<file path="config.mk">
export PLATFORM = sky130hd
export DESIGN_NAME = maxpool_ctrl
export DESIGN_NICKNAME = d
export VERILOG_FILES = /design/src/rtl/maxpool_ctrl.sv
export SDC_FILE = /design/constraint.sdc
export NUM_CORES = 1
export LEC_CHECK = 0
export ABC_AREA = 1
export BUFFER_PORTS_ARGS = -buffer_cell sky130_fd_sc_hd__clkbuf_2
export CORE_UTILIZATION = 60
export DETAILED_ROUTE_END_ITERATION = 7
export PLACE_DENSITY = 0.8
export SLEW_MARGIN = 40
export SYNTH_ARGS = -nofsm -noshare
export SYNTH_HDL_FRONTEND = slang
export SYNTH_SLANG_ARGS = --single-unit
</file>
<file path="constraint.sdc">
create_clock -name clk_en -period 7 [get_ports clk_en]
set_input_delay 0.35 -clock clk_en [delete_from_list [all_inputs] [get_ports clk_en]]
set_output_delay 0.35 -clock clk_en [all_outputs]
set_load 0.005 [all_outputs]
</file>
<file path="src/rtl/maxpool_ctrl.sv">
// Max-pooling sequencer: walks every pooling window of one feature map in RAM,
// reads each window's samples, keeps the signed maximum and writes one result per window.
module maxpool_ctrl #(
    parameter int DATAI_WIDTH  = 4,
    parameter int DATAI_HEIGHT = 4,
    parameter int KERNEL       = 2,
    parameter int STRIDE       = 1,
    parameter int DATA_W       = 8,
    parameter int ADDR_W       = 8
) (
    input  logic              clk_en,
    input  logic              reset_n,
    input  logic              start,
    output logic              busy,
    output logic              done,
    output logic              rd_en,
    output logic [ADDR_W-1:0] rd_addr,
    input  logic [DATA_W-1:0] rd_data,
    output logic              wr_en,
    output logic [ADDR_W-1:0] wr_addr,
    output logic [DATA_W-1:0] wr_data
);

    localparam int DATAO_WIDTH  = (DATAI_WIDTH - KERNEL) / STRIDE + 1;
    localparam int DATAO_HEIGHT = (DATAI_HEIGHT - KERNEL) / STRIDE + 1;

    localparam logic [ADDR_W-1:0] K_LAST  = ADDR_W'(KERNEL - 1);
    localparam logic [ADDR_W-1:0] OW_LAST = ADDR_W'(DATAO_WIDTH - 1);
    localparam logic [ADDR_W-1:0] OH_LAST = ADDR_W'(DATAO_HEIGHT - 1);
    localparam logic [ADDR_W-1:0] STEP    = ADDR_W'(STRIDE);
    localparam logic [ADDR_W-1:0] IW      = ADDR_W'(DATAI_WIDTH);

    typedef enum logic [2:0] {
        S_IDLE,
        S_FETCH,
        S_DRAIN,
        S_WRITE,
        S_DONE
    } state_t;

    state_t            state_q, state_d;
    logic [ADDR_W-1:0] ki_q, ki_d, kj_q, kj_d;
    logic [ADDR_W-1:0] arow_q, arow_d, acol_q, acol_d;
    logic [ADDR_W-1:0] orow_q, orow_d, ocol_q, ocol_d;
    logic [ADDR_W-1:0] oidx_q, oidx_d;
    logic [DATA_W-1:0] max_q, max_d;
    logic              smp_valid_q, smp_valid_d;
    logic              smp_first_q, smp_first_d;
    logic              busy_q, busy_d, done_q, done_d;
    logic              rd_en_q, rd_en_d, wr_en_q, wr_en_d;
    logic [ADDR_W-1:0] rd_addr_q, rd_addr_d, wr_addr_q, wr_addr_d;
    logic [DATA_W-1:0] wr_data_q, wr_data_d;

    // A sample returns one cycle after its read; the first read of a window
    // restarts the maximum so nothing carries over from the previous window.
    always_comb begin
        max_d = max_q;
        if (smp_valid_q) begin
            if (smp_first_q || ($signed(rd_data) > $signed(max_q))) begin
                max_d = rd_data;
            end
        end
    end

    // Next-state logic; outputs are derived from the next state so they register cleanly.
    always_comb begin
        state_d     = state_q;
        ki_d        = ki_q;
        kj_d        = kj_q;
        arow_d      = arow_q;
        acol_d      = acol_q;
        orow_d      = orow_q;
        ocol_d      = ocol_q;
        oidx_d      = oidx_q;
        rd_addr_d   = rd_addr_q;
        wr_addr_d   = wr_addr_q;
        wr_data_d   = wr_data_q;
        smp_valid_d = (state_q == S_FETCH);
        smp_first_d = (state_q == S_FETCH) && (ki_q == '0) && (kj_q == '0);

        case (state_q)
            S_IDLE: begin
                if (start) begin
                    state_d = S_FETCH;
                end
            end
            S_FETCH: begin
                if (kj_q == K_LAST) begin
                    kj_d = '0;
                    if (ki_q == K_LAST) begin
                        ki_d    = '0;
                        state_d = S_DRAIN;
                    end else begin
                        ki_d = ki_q + 1'b1;
                    end
                end else begin
                    kj_d = kj_q + 1'b1;
                end
            end
            S_DRAIN: begin
                state_d   = S_WRITE;
                wr_addr_d = oidx_q;
                wr_data_d = max_d;
            end
            S_WRITE: begin
                if ((ocol_q == OW_LAST) && (orow_q == OH_LAST)) begin
                    state_d = S_DONE;
                end else begin
                    state_d = S_FETCH;
                    oidx_d  = oidx_q + 1'b1;
                    if (ocol_q == OW_LAST) begin
                        ocol_d = '0;
                        acol_d = '0;
                        orow_d = orow_q + 1'b1;
                        arow_d = arow_q + STEP;
                    end else begin
                        ocol_d = ocol_q + 1'b1;
                        acol_d = acol_q + STEP;
                    end
                end
            end
            S_DONE: begin
                state_d = S_IDLE;
                arow_d  = '0;
                acol_d  = '0;
                orow_d  = '0;
                ocol_d  = '0;
                oidx_d  = '0;
            end
            default: state_d = S_IDLE;
        endcase

        rd_en_d = (state_d == S_FETCH);
        wr_en_d = (state_d == S_WRITE);
        busy_d  = (state_d == S_FETCH) || (state_d == S_DRAIN) || (state_d == S_WRITE);
        done_d  = (state_d == S_DONE);
        if (rd_en_d) begin
            rd_addr_d = (arow_d + ki_d) * IW + acol_d + kj_d;
        end
    end

    always_ff @(posedge clk_en) begin
        if (!reset_n) begin
            state_q     <= S_IDLE;
            ki_q        <= '0;
            kj_q        <= '0;
            arow_q      <= '0;
            acol_q      <= '0;
            orow_q      <= '0;
            ocol_q      <= '0;
            oidx_q      <= '0;
            max_q       <= '0;
            smp_valid_q <= 1'b0;
            smp_first_q <= 1'b0;
            busy_q      <= 1'b0;
            done_q      <= 1'b0;
            rd_en_q     <= 1'b0;
            wr_en_q     <= 1'b0;
            rd_addr_q   <= '0;
            wr_addr_q   <= '0;
            wr_data_q   <= '0;
        end else begin
            state_q     <= state_d;
            ki_q        <= ki_d;
            kj_q        <= kj_d;
            arow_q      <= arow_d;
            acol_q      <= acol_d;
            orow_q      <= orow_d;
            ocol_q      <= ocol_d;
            oidx_q      <= oidx_d;
            max_q       <= max_d;
            smp_valid_q <= smp_valid_d;
            smp_first_q <= smp_first_d;
            busy_q      <= busy_d;
            done_q      <= done_d;
            rd_en_q     <= rd_en_d;
            wr_en_q     <= wr_en_d;
            rd_addr_q   <= rd_addr_d;
            wr_addr_q   <= wr_addr_d;
            wr_data_q   <= wr_data_d;
        end
    end

    assign busy    = busy_q;
    assign done    = done_q;
    assign rd_en   = rd_en_q;
    assign rd_addr = rd_addr_q;
    assign wr_en   = wr_en_q;
    assign wr_addr = wr_addr_q;
    assign wr_data = wr_data_q;

endmodule
</file>
==> out/qor.yml, run 1 <==
status: "finished clean"
yosysMostFrequentCell: "nand2_1"
max_freq_ghz: 0.224
numCtsBuffers: 9
cts_sinks: 95
cts.clk_slew.worst_paths_ns: 0.11
nets: 818
startpoint_type: "flop"
setup_ws_ns: 2.53
synth-edff-count: 0
clock_path_buffers: 2
slew_headroom: 0.583
vias: 4736
drive_gt1_frac: 0.118
critPathKind: "flop to flop"
initial_core_util: 0.628
drt_iter0_drc: 368
p_per_area_mw_per_mm2: 173
layout.cells.non_filler: 876
dpl_cell_area_mm2: 0.00550
hold_slack_ns: 0.280
synthCells: 729
area_growth_pct: 8.76
cts_hold_buf: 0
htreeDepth: 3
drc: 0
switchingPower_mw: 0.265
crit_path_end_kind: "flop"
power_leakage_nw: 2.59
worstMarginPinSlew_ns: 0.625
fin_tns_setup_ns: 0
dieHeight_um: 95.2
yosys_warnings: 0
place_hpwl_um: 9110
grt_first_pass_wirelength_um: 19000
p_int_mw: 0.715
synth_top_area_share: 0.365
rsz0062_at_grt: "false"
cts_tree: "built"
maxCapViolCount: 0
fin_crit_ns: 4.47
comb_power_share: 0.088
wire_per_inst_um: 13.5
stdcell_area_mm2: 0.00567
dieArea_mm2: 0.00907
grt_overflow: 0
insertion_delay_ns: 0.37
synthFlopType: "dfxtp_1"
dp_slack_ns: 2.60
synthesis.area_mm2: 0.00521
routed_via_density: 5.41
drv_slew: 0
grt_pass1_vias: 4145
final-hold-violation-count: 0
hp-class: "input pin to flop"
ys_types: 37
cp_max_fo: 11
async_flop_share: 0
antenna_found_initial: 0
syn_nets: 781
portBuffers: 38
fin_crit_sh: 0.639
placeableCoreArea_mm2: 0.00830
arrival_ns: 4.73
synthTopCellsByArea: "dfxtp_1, nand2_1, ha_1, inv_1, nor2_1"
ir_worst_vdd_mv: 0.108
sequentialPowerShare: 0.572
gp_congestion: 0.913
clkPwrFrac: 0.339
yosysSeqAreaShare: 0.365
post_cts_buffers: 0
setup_violations: 0
diodes: 0
clock-root-buffer: "clkbuf_8"
grt_usage: 0.271
yosysTopAreaCell: "dfxtp_1"
std_cell_rows: 33
firstDrtPassIters: 5
ys_seq_elements: 95
io_pins: 39
critical_path_required_ns: 7.26
netSwitchingFraction: 0.271
avgSynthCellArea_um2: 7.15
synth_commonest_cells: "nand2_1, inv_1, dfxtp_1, nor2_1, a21oi_1"
grt_max_degree: 48
fin_skew_ns: 0.0172
die_w_um: 95.2
ant_nets: 0
wl_um: 11800
cts_resized: 0
nFillCells: 737
dp.cells: 860
==> state kept, by name, indices dropped and copies added, names as in the netlist, 3 cells and up <==
register and cells:
acol_q 8, arow_q 6, ki_q 8, kj_q 8, max_q 8, ocol_q 8
oidx_q 8, orow_q 8, rd_addr 8, state_q 3, wr_addr 8, wr_data 8
==> cell type report <==
type                            count  area, µm²  area share
Tap cell                          105        131      0.0232
Clock buffer                       11        131      0.0232
Multi-Input combinational cell    497       2800       0.493
Inverter                          123        462      0.0814
Clock inverter                      5       42.5     0.00750
Sequential cell                    95       1900       0.335
Timing Repair Buffer               40        205      0.0362
==> critical path, stage by stage, from the launching register on <==
cell     delay (ns)
dfxtp_1        0.41
inv_1          0.12
nor3_2         0.36
inv_2          0.20
nor2_1         0.25
inv_1          0.10
nor2_1         0.13
a21oi_1        0.08
ha_1           0.23
fa_1           0.42
xnor2_1        0.17
fa_1           0.48
inv_1          0.04
ha_1           0.34
a21oi_1        0.20
nand2_1        0.07
nand2_1        0.07
nand2_1        0.06
a21oi_1        0.16
nand3_1        0.09
nand2_1        0.07
inv_1          0.04
nand3_1        0.07
nand2_1        0.05
nor2_1         0.11
nor2_1         0.04
==> logic make-up (layout without fill, tap and decap cells) <==
| family | count (synthesis) | after routing | synth area share |
|---|---|---|---|
| and+or+nand+nor | 326 | 326 | 0.282 |
| adders and majority gates | 41 | 41 | 0.108 |
| buffers and inverters | 137 | 179 | 0.0998 |
| DFF | 95 | 95 | 0.365 |
| xor gates and xnor gates | 12 | 12 | 0.0202 |
| AOI/OAI and AO/OA | 118 | 118 | 0.125 |
==> worst paths after layout <==
check	cells past startpoint	end	slack [ns]	startpoint
hold / removal	3	max_q[2]	0.28	rd_data[2]
setup reg to reg	25	rd_addr[7]	2.53	state_q[0]
setup / recovery	25	rd_addr[7]	2.53	state_q[0]
hold reg to reg	1	oidx_q[7]	0.48	oidx_q[7]
==> cells in the final DEF, fill, tap and decap left out, types with 2 or more instances in the layout <==
master	count
nand2_1	127
nor3_1	15
nor3_2	5
clkbuf_2	38
nor2_1	89
o21ai_0	27
a211oi_2	2
nand3_1	53
nor3b_1	5
clkbuf_1	2
nor4_1	4
nor2_2	7
xor2_1	7
inv_2	14
clkinv_4	3
dfxtp_1	95
o21ai_1	10
inv_1	108
ha_1	34
a211oi_1	3
a21oi_1	59
nand2_2	5
fa_1	7
o21a_1	11
xnor2_1	5
nand4_1	8
o22ai_1	3
buf_4	2
clkbuf_8	9
nor3_4	3
==> routing by layer <==
layer,routed length (µm),share of wire,vias up,global-route usage
li1,-,-,2415,-
met1,5440,0.46,2190,0.350
met2,5630,0.48,122,0.460
met3,638,0.054,9,0.0510
met4,102,0.0086,0,0.0720
met5,0,0,-,0
==> power by group through the flow <==
stage	clock network (mW)	logic (mW)	registers (mW)
after floorplan	0	0.0596	0.572
after global placement	0	0.0846	0.573
after detailed placement	0	0.0863	0.574
after CTS	0.339	0.0866	0.561
after global routing	0.359	0.0984	0.563
final	0.332	0.0867	0.561
==> per-stage QoR <==
step	total power [mW]	utilization
after global placement	0.657	0.662
after floorplan	0.631	-
after global routing	1.02	0.683
after CTS	0.987	0.683
after detailed placement	0.660	0.662
final	0.980	0.683
(Power assumes the default switching activity.)
==> run 2: changes to the inputs <==
- clock period: 7 -> 4.58 ns (I/O delays scaled with it)
==> out/qor.yml, run 2 (synthesized netlist as in run 1, its figures left out) <==
cts_tree: "built"
fin_tns_setup_ns: 0  # unchanged
p_total_mw: 1.50  # +53%
cp_max_fo: 7  # -4
drt_iter0_drc: 264  # -28%
maxCapViolCount: 0  # unchanged
slew_headroom: 0.610  # +0.0276
dp.cells: 862  # +0.23%
comb_power_share: 0.092  # +0.004
clock-root-buffer: "clkbuf_8"
mostFrequentLayoutCells: "nand2_1, inv_1, dfxtp_1"
place_hpwl_um: 8780  # -3.6%
fin_crit_sh: 0.922  # +0.284
diodes: 0  # unchanged
insertion_delay_ns: 0.36  # about the same
cpMostUsedCell: "nand2_1"
crit_path_end_kind: "flop"
placeableCoreArea_mm2: 0.00830  # unchanged
layout.cells.non_filler: 883  # +0.80%
grt_overflow: 0  # unchanged
nets: 826  # +0.98%
critPathKind: "flop to flop"
cpPeakStageDelay_ns: 0.49  # about the same
wl_um: 11500  # -2.9%
vias: 4733  # -0.063%
clkPwrFrac: 0.338  # about the same
dieHeight_um: 95.2  # unchanged
hold_slack_ns: 0.164  # -0.116 ns
ant_nets: 0  # unchanged
setup_ws_ns: 0.357  # -2.17 ns
area_growth_pct: 10.2
p_int_mw: 1.09  # +53%
die_w_um: 95.2  # unchanged
setup_violations: 0  # unchanged
cts_hold_buf: 0  # unchanged
status: "finished clean"
antenna_found_initial: 0  # unchanged
final_common_cell: "nand2_1"
switchingPower_mw: 0.409  # +54%
ir_worst_vdd_mv: 0.186  # +72%
initial_core_util: 0.628  # unchanged
hp-class: "input pin to flop"
final-hold-violation-count: 0  # unchanged
drc: 0  # unchanged
io_pins: 39  # unchanged
crit_slowest_cell: "fa_1"
fin_skew_ns: 0.00929  # -0.00794 ns
dp_slack_ns: 0.177  # -2.43 ns
dieArea_mm2: 0.00907  # unchanged
max_freq_ghz: 0.237  # +5.8%
drive_gt1_frac: 0.132  # +0.0144
cp_num_buf_inv: 3  # -2
std_cell_rows: 33  # unchanged
sequentialPowerShare: 0.570  # -0.002
gp_congestion: 0.872  # -4.5%
worstMarginPinSlew_ns: 0.584  # -0.0414 ns
drv_slew: 0  # unchanged
firstDrtPassIters: 5  # unchanged
netSwitchingFraction: 0.272  # +0.00183
wire_per_inst_um: 13.0  # -3.7%
p_per_area_mw_per_mm2: 262  # +51%
grt_usage: 0.279  # +0.00869
critical_path_required_ns: 4.84  # -2.42 ns
grt_max_degree: 48  # unchanged
grt_first_pass_wirelength_um: 19700  # +3.9%
htreeDepth: 3  # unchanged
clock_path_buffers: 2  # unchanged
cts.clk_slew.worst_paths_ns: 0.10  # about the same
routed_via_density: 5.36  # -0.86%
fin_crit_ns: 4.22  # -0.247 ns
grt_pass1_vias: 4521  # +9.1%
arrival_ns: 4.48  # -0.25 ns
cts_sinks: 95  # unchanged
portBuffers: 38  # unchanged
numCtsBuffers: 9  # unchanged
startpoint_type: "flop"
power_leakage_nw: 2.62  # +1.4%
critPathTopFamily: "adder cells"
## run 2: layout make-up
class                      instances  area [µm²]
timing repair buffer              48         265
clock inverter                     5        41.3
fill                             695        2550
inverter                         123         462
clock buffer                      10         128
multi-input combinational        497        2820
sequential                        95        1900
tap                              105         131
## run 2: worst min-delay path, delay by kind of cell
kind	cells	cell delay [ns]
AOI/OAI and AO/OA	1	0.07
and+or+nand+nor	1	0.09
buffers and inverters	1	0.09
## run 2: final timing paths
kind                            depth (start not counted)         end        from  slack (ns)
worst max-delay path                                   27  rd_addr[7]   ocol_q[0]        0.36
worst min-delay path                                    3    max_q[2]  rd_data[2]        0.16
worst max register to register                         27  rd_addr[7]   ocol_q[0]        0.36
worst min register to register                          1   oidx_q[7]   oidx_q[7]        0.47
## run 2: repair_timing
| action | CTS | global route |
|---|---|---|
| buffers inserted | 0 | 6 |
| resized for setup | 0 | 6 |
| setup endpoints to repair | 0 | 2 |
## run 2: stage by stage
step	utilization	cell area (µm²)
after floorplan	-	5210
after global placement	0.664	5510
after detailed placement	0.664	5510
after CTS	0.684	5680
after global routing	0.692	5750
final	0.692	5750
## run 2: power groups by stage
stage	Sequential (mW)	Combinational, mW	Clock [mW]
after floorplan	0.874	0.0911	0
after global placement	0.875	0.131	0
after detailed placement	0.876	0.135	0
after CTS	0.857	0.136	0.513
after global routing	0.859	0.157	0.546
final	0.857	0.139	0.508
## run 2: metal layers
layer | routed length [µm] | GRT usage | share of wire | vias to the layer above
li1 | - | - | - | 2436
met1 | 5260 | 0.348 | 0.46 | 2169
met2 | 5490 | 0.483 | 0.48 | 110
met3 | 463 | 0.0383 | 0.040 | 18
met4 | 257 | 0.114 | 0.022 | 0
met5 | 0 | 0 | 0 | -
==> run 3: changes to the inputs <==
- CORE_UTILIZATION: 60 -> 50
- PLACE_DENSITY: 0.8 -> 0.68
==> out/qor.yml, run 3 (synthesized netlist as in run 1, its figures left out) <==
status: "finished clean"
maxCapViolCount: 0  # unchanged
drive_gt1_frac: 0.133  # +0.000170
slew_headroom: 0.584  # -0.0262
placeableCoreArea_mm2: 0.00995  # +20%
regToRegSetupSlack_ns: 0.37  # about the same
dp_slack_ns: 0.163  # -0.0138 ns
top_layer_used: "met4"
die_w_um: 104  # +9.3%
p_per_area_mw_per_mm2: 263  # +0.51%
dieHeight_um: 104  # +9.3%
crit_slowest_cell: "fa_1"
ant_nets: 0  # unchanged
place_hpwl_um: 8930  # +1.7%
std_cell_rows: 36  # +9.1%
drt_iter0_drc: 244  # -7.6%
io_pins: 39  # unchanged
final-hold-violation-count: 0  # unchanged
cts_sinks: 95  # unchanged
final_common_cell: "nand2_1"
r2r-end: "rd_addr[7]"
portBuffers: 38  # unchanged
gp_congestion: 0.929  # +6.5%
grt_pass1_vias: 4282  # -5.3%
cpPeakStageDelay_ns: 0.49  # about the same
firstDrtPassIters: 5  # unchanged
ir_worst_vdd_mv: 0.141  # -24%
routed_via_density: 5.07  # -5.4%
critPathKind: "flop to flop"
drv_slew: 0  # unchanged
fin_crit_sh: 0.920  # -0.00202
cts_hold_buf: 0  # unchanged
fin_crit_ns: 4.21  # -0.00923 ns
dieArea_mm2: 0.0108  # +20%
met2WireLength_um: 5260  # -4.3%
final_core_util: 0.581  # -0.112
hold_depth: 3  # unchanged
crit_path_end_kind: "flop"
cp_max_fo: 5  # -2
hold_start: "rd_data[3]"
critical_path_required_ns: 4.85  # about the same
power_leakage_nw: 2.62  # -0.26%
antenna_found_initial: 0  # unchanged
setup_violations: 0  # unchanged
wl_um: 11600  # +1.4%
grt_first_pass_wirelength_um: 19800  # +0.59%
dp.cells: 891  # +3.4%
hp-class: "input pin to flop"
area_growth_pct: 10.9
setup_ws_ns: 0.366  # +0.00923 ns
vias: 4612  # -2.6%
grt_overflow: 0  # unchanged
fin_skew_ns: 0.00820  # -0.00109 ns
diodes: 0  # unchanged
fin_tns_setup_ns: 0  # unchanged
mostFrequentLayoutCells: "nand2_1, inv_1, dfxtp_1"
clock-root-buffer: "clkbuf_8"
nFillCells: 942  # +36%
arrival_ns: 4.48  # about the same
numCtsBuffers: 9  # unchanged
wl_met3_um: 396  # -14%
initial_core_util: 0.524  # -0.104
reg2reg_depth: 27  # unchanged
grt_max_degree: 49  # +2.1%
cts_tree: "built"
clock_path_buffers: 2  # unchanged
wire_per_inst_um: 12.8  # -1.6%
holdPathEnd: "max_q[3]"
layout.cells.non_filler: 910  # +3.1%
met1_length_um: 5790  # +10%
insertion_delay_ns: 0.37  # about the same
cts.clk_slew.worst_paths_ns: 0.10  # about the same
nets: 824  # -0.24%
max_freq_ghz: 0.237  # +0.22%
rr_startpoint: "kj_q[1]"
drc: 0  # unchanged
htreeDepth: 3  # unchanged
worstMarginPinSlew_ns: 0.623  # +0.0393 ns
grt_usage: 0.226  # -0.0528
startpoint_type: "flop"
==> run 3: cell types whose count changed in the layout (fill, tap and decap cells not counted), sizes merged <==
| cell | delta |
|---|---|
| buf | -2 |
| clkinvlp | +1 |
==> run 3: layout make-up <==
cell class | count | area, µm² | area share
Clock buffer | 10 | 128 | 0.0221
Clock inverter | 6 | 51.3 | 0.00887
Inverter | 123 | 462 | 0.0799
Multi-Input combinational cell | 497 | 2820 | 0.488
Sequential cell | 95 | 1900 | 0.329
Tap cell | 133 | 166 | 0.0288
Timing Repair Buffer | 46 | 250 | 0.0433
==> run 3: per-layer routing <==
| layer | up-vias | global-route usage |
|---|---|---|
| li1 | 2441 | - |
| met1 | 2081 | 0.301 |
| met2 | 79 | 0.376 |
| met3 | 11 | 0.0345 |
| met4 | 0 | 0.0735 |
| met5 | - | 0 |
==> run 3: worst max path at each step <==
stage | startpoint | slack [ns] | end
finish | kj_q[1] | 0.37 | rd_addr[7]
global route | kj_q[1] | -0.004 | rd_addr[7]
CTS | kj_q[1] | 0.14 | rd_addr[7]
detailed placement | kj_q[1] | 0.16 | rd_addr[7]
global placement | kj_q[1] | 0.36 | rd_addr[7]
floorplan | state_q[0] | 0.60 | rd_addr[7]
==> run 3: worst max-delay path, delay by kind of cell, from the launching register on <==
family                   cells  cell delay [ns]
AND/OR/NAND/NOR             13             1.17
XOR/XNOR                     1             0.16
buffers and inverters        5             0.38
adder cells (fa/ha/maj)      5             1.65
flip-flops                   1             0.33
AO/OA/AOI/OAI                3             0.42
==> run 3: power by group <==
| part | internal [mW] | total [mW] | leakage (nW) | switching (mW) |
|---|---|---|---|---|
| registers | 0.845 | 0.857 | 0.768 | 0.0126 |
| logic | 0.0488 | 0.138 | 1.77 | 0.0894 |
| clock network | 0.205 | 0.524 | 0.0814 | 0.319 |
==> run 3: through the flow <==
step | hold WS [ns] | total power, mW | cell area (µm²)
global route | 0.141 | 1.60 | 5780
floorplan | 0.420 | 0.965 | 5210
global placement | 0.444 | 1.01 | 5550
CTS | 0.130 | 1.54 | 5730
finish | 0.148 | 1.52 | 5780
detailed placement | 0.450 | 1.01 | 5550
==> run 3: what timing repair did <==
| item | 4_1_cts | 5_1_grt |
|---|---|---|
| setup buffers | 0 | 3 |
| setup endpoints to repair | 0 | 1 |
| gates resized for setup | 0 | 7 |
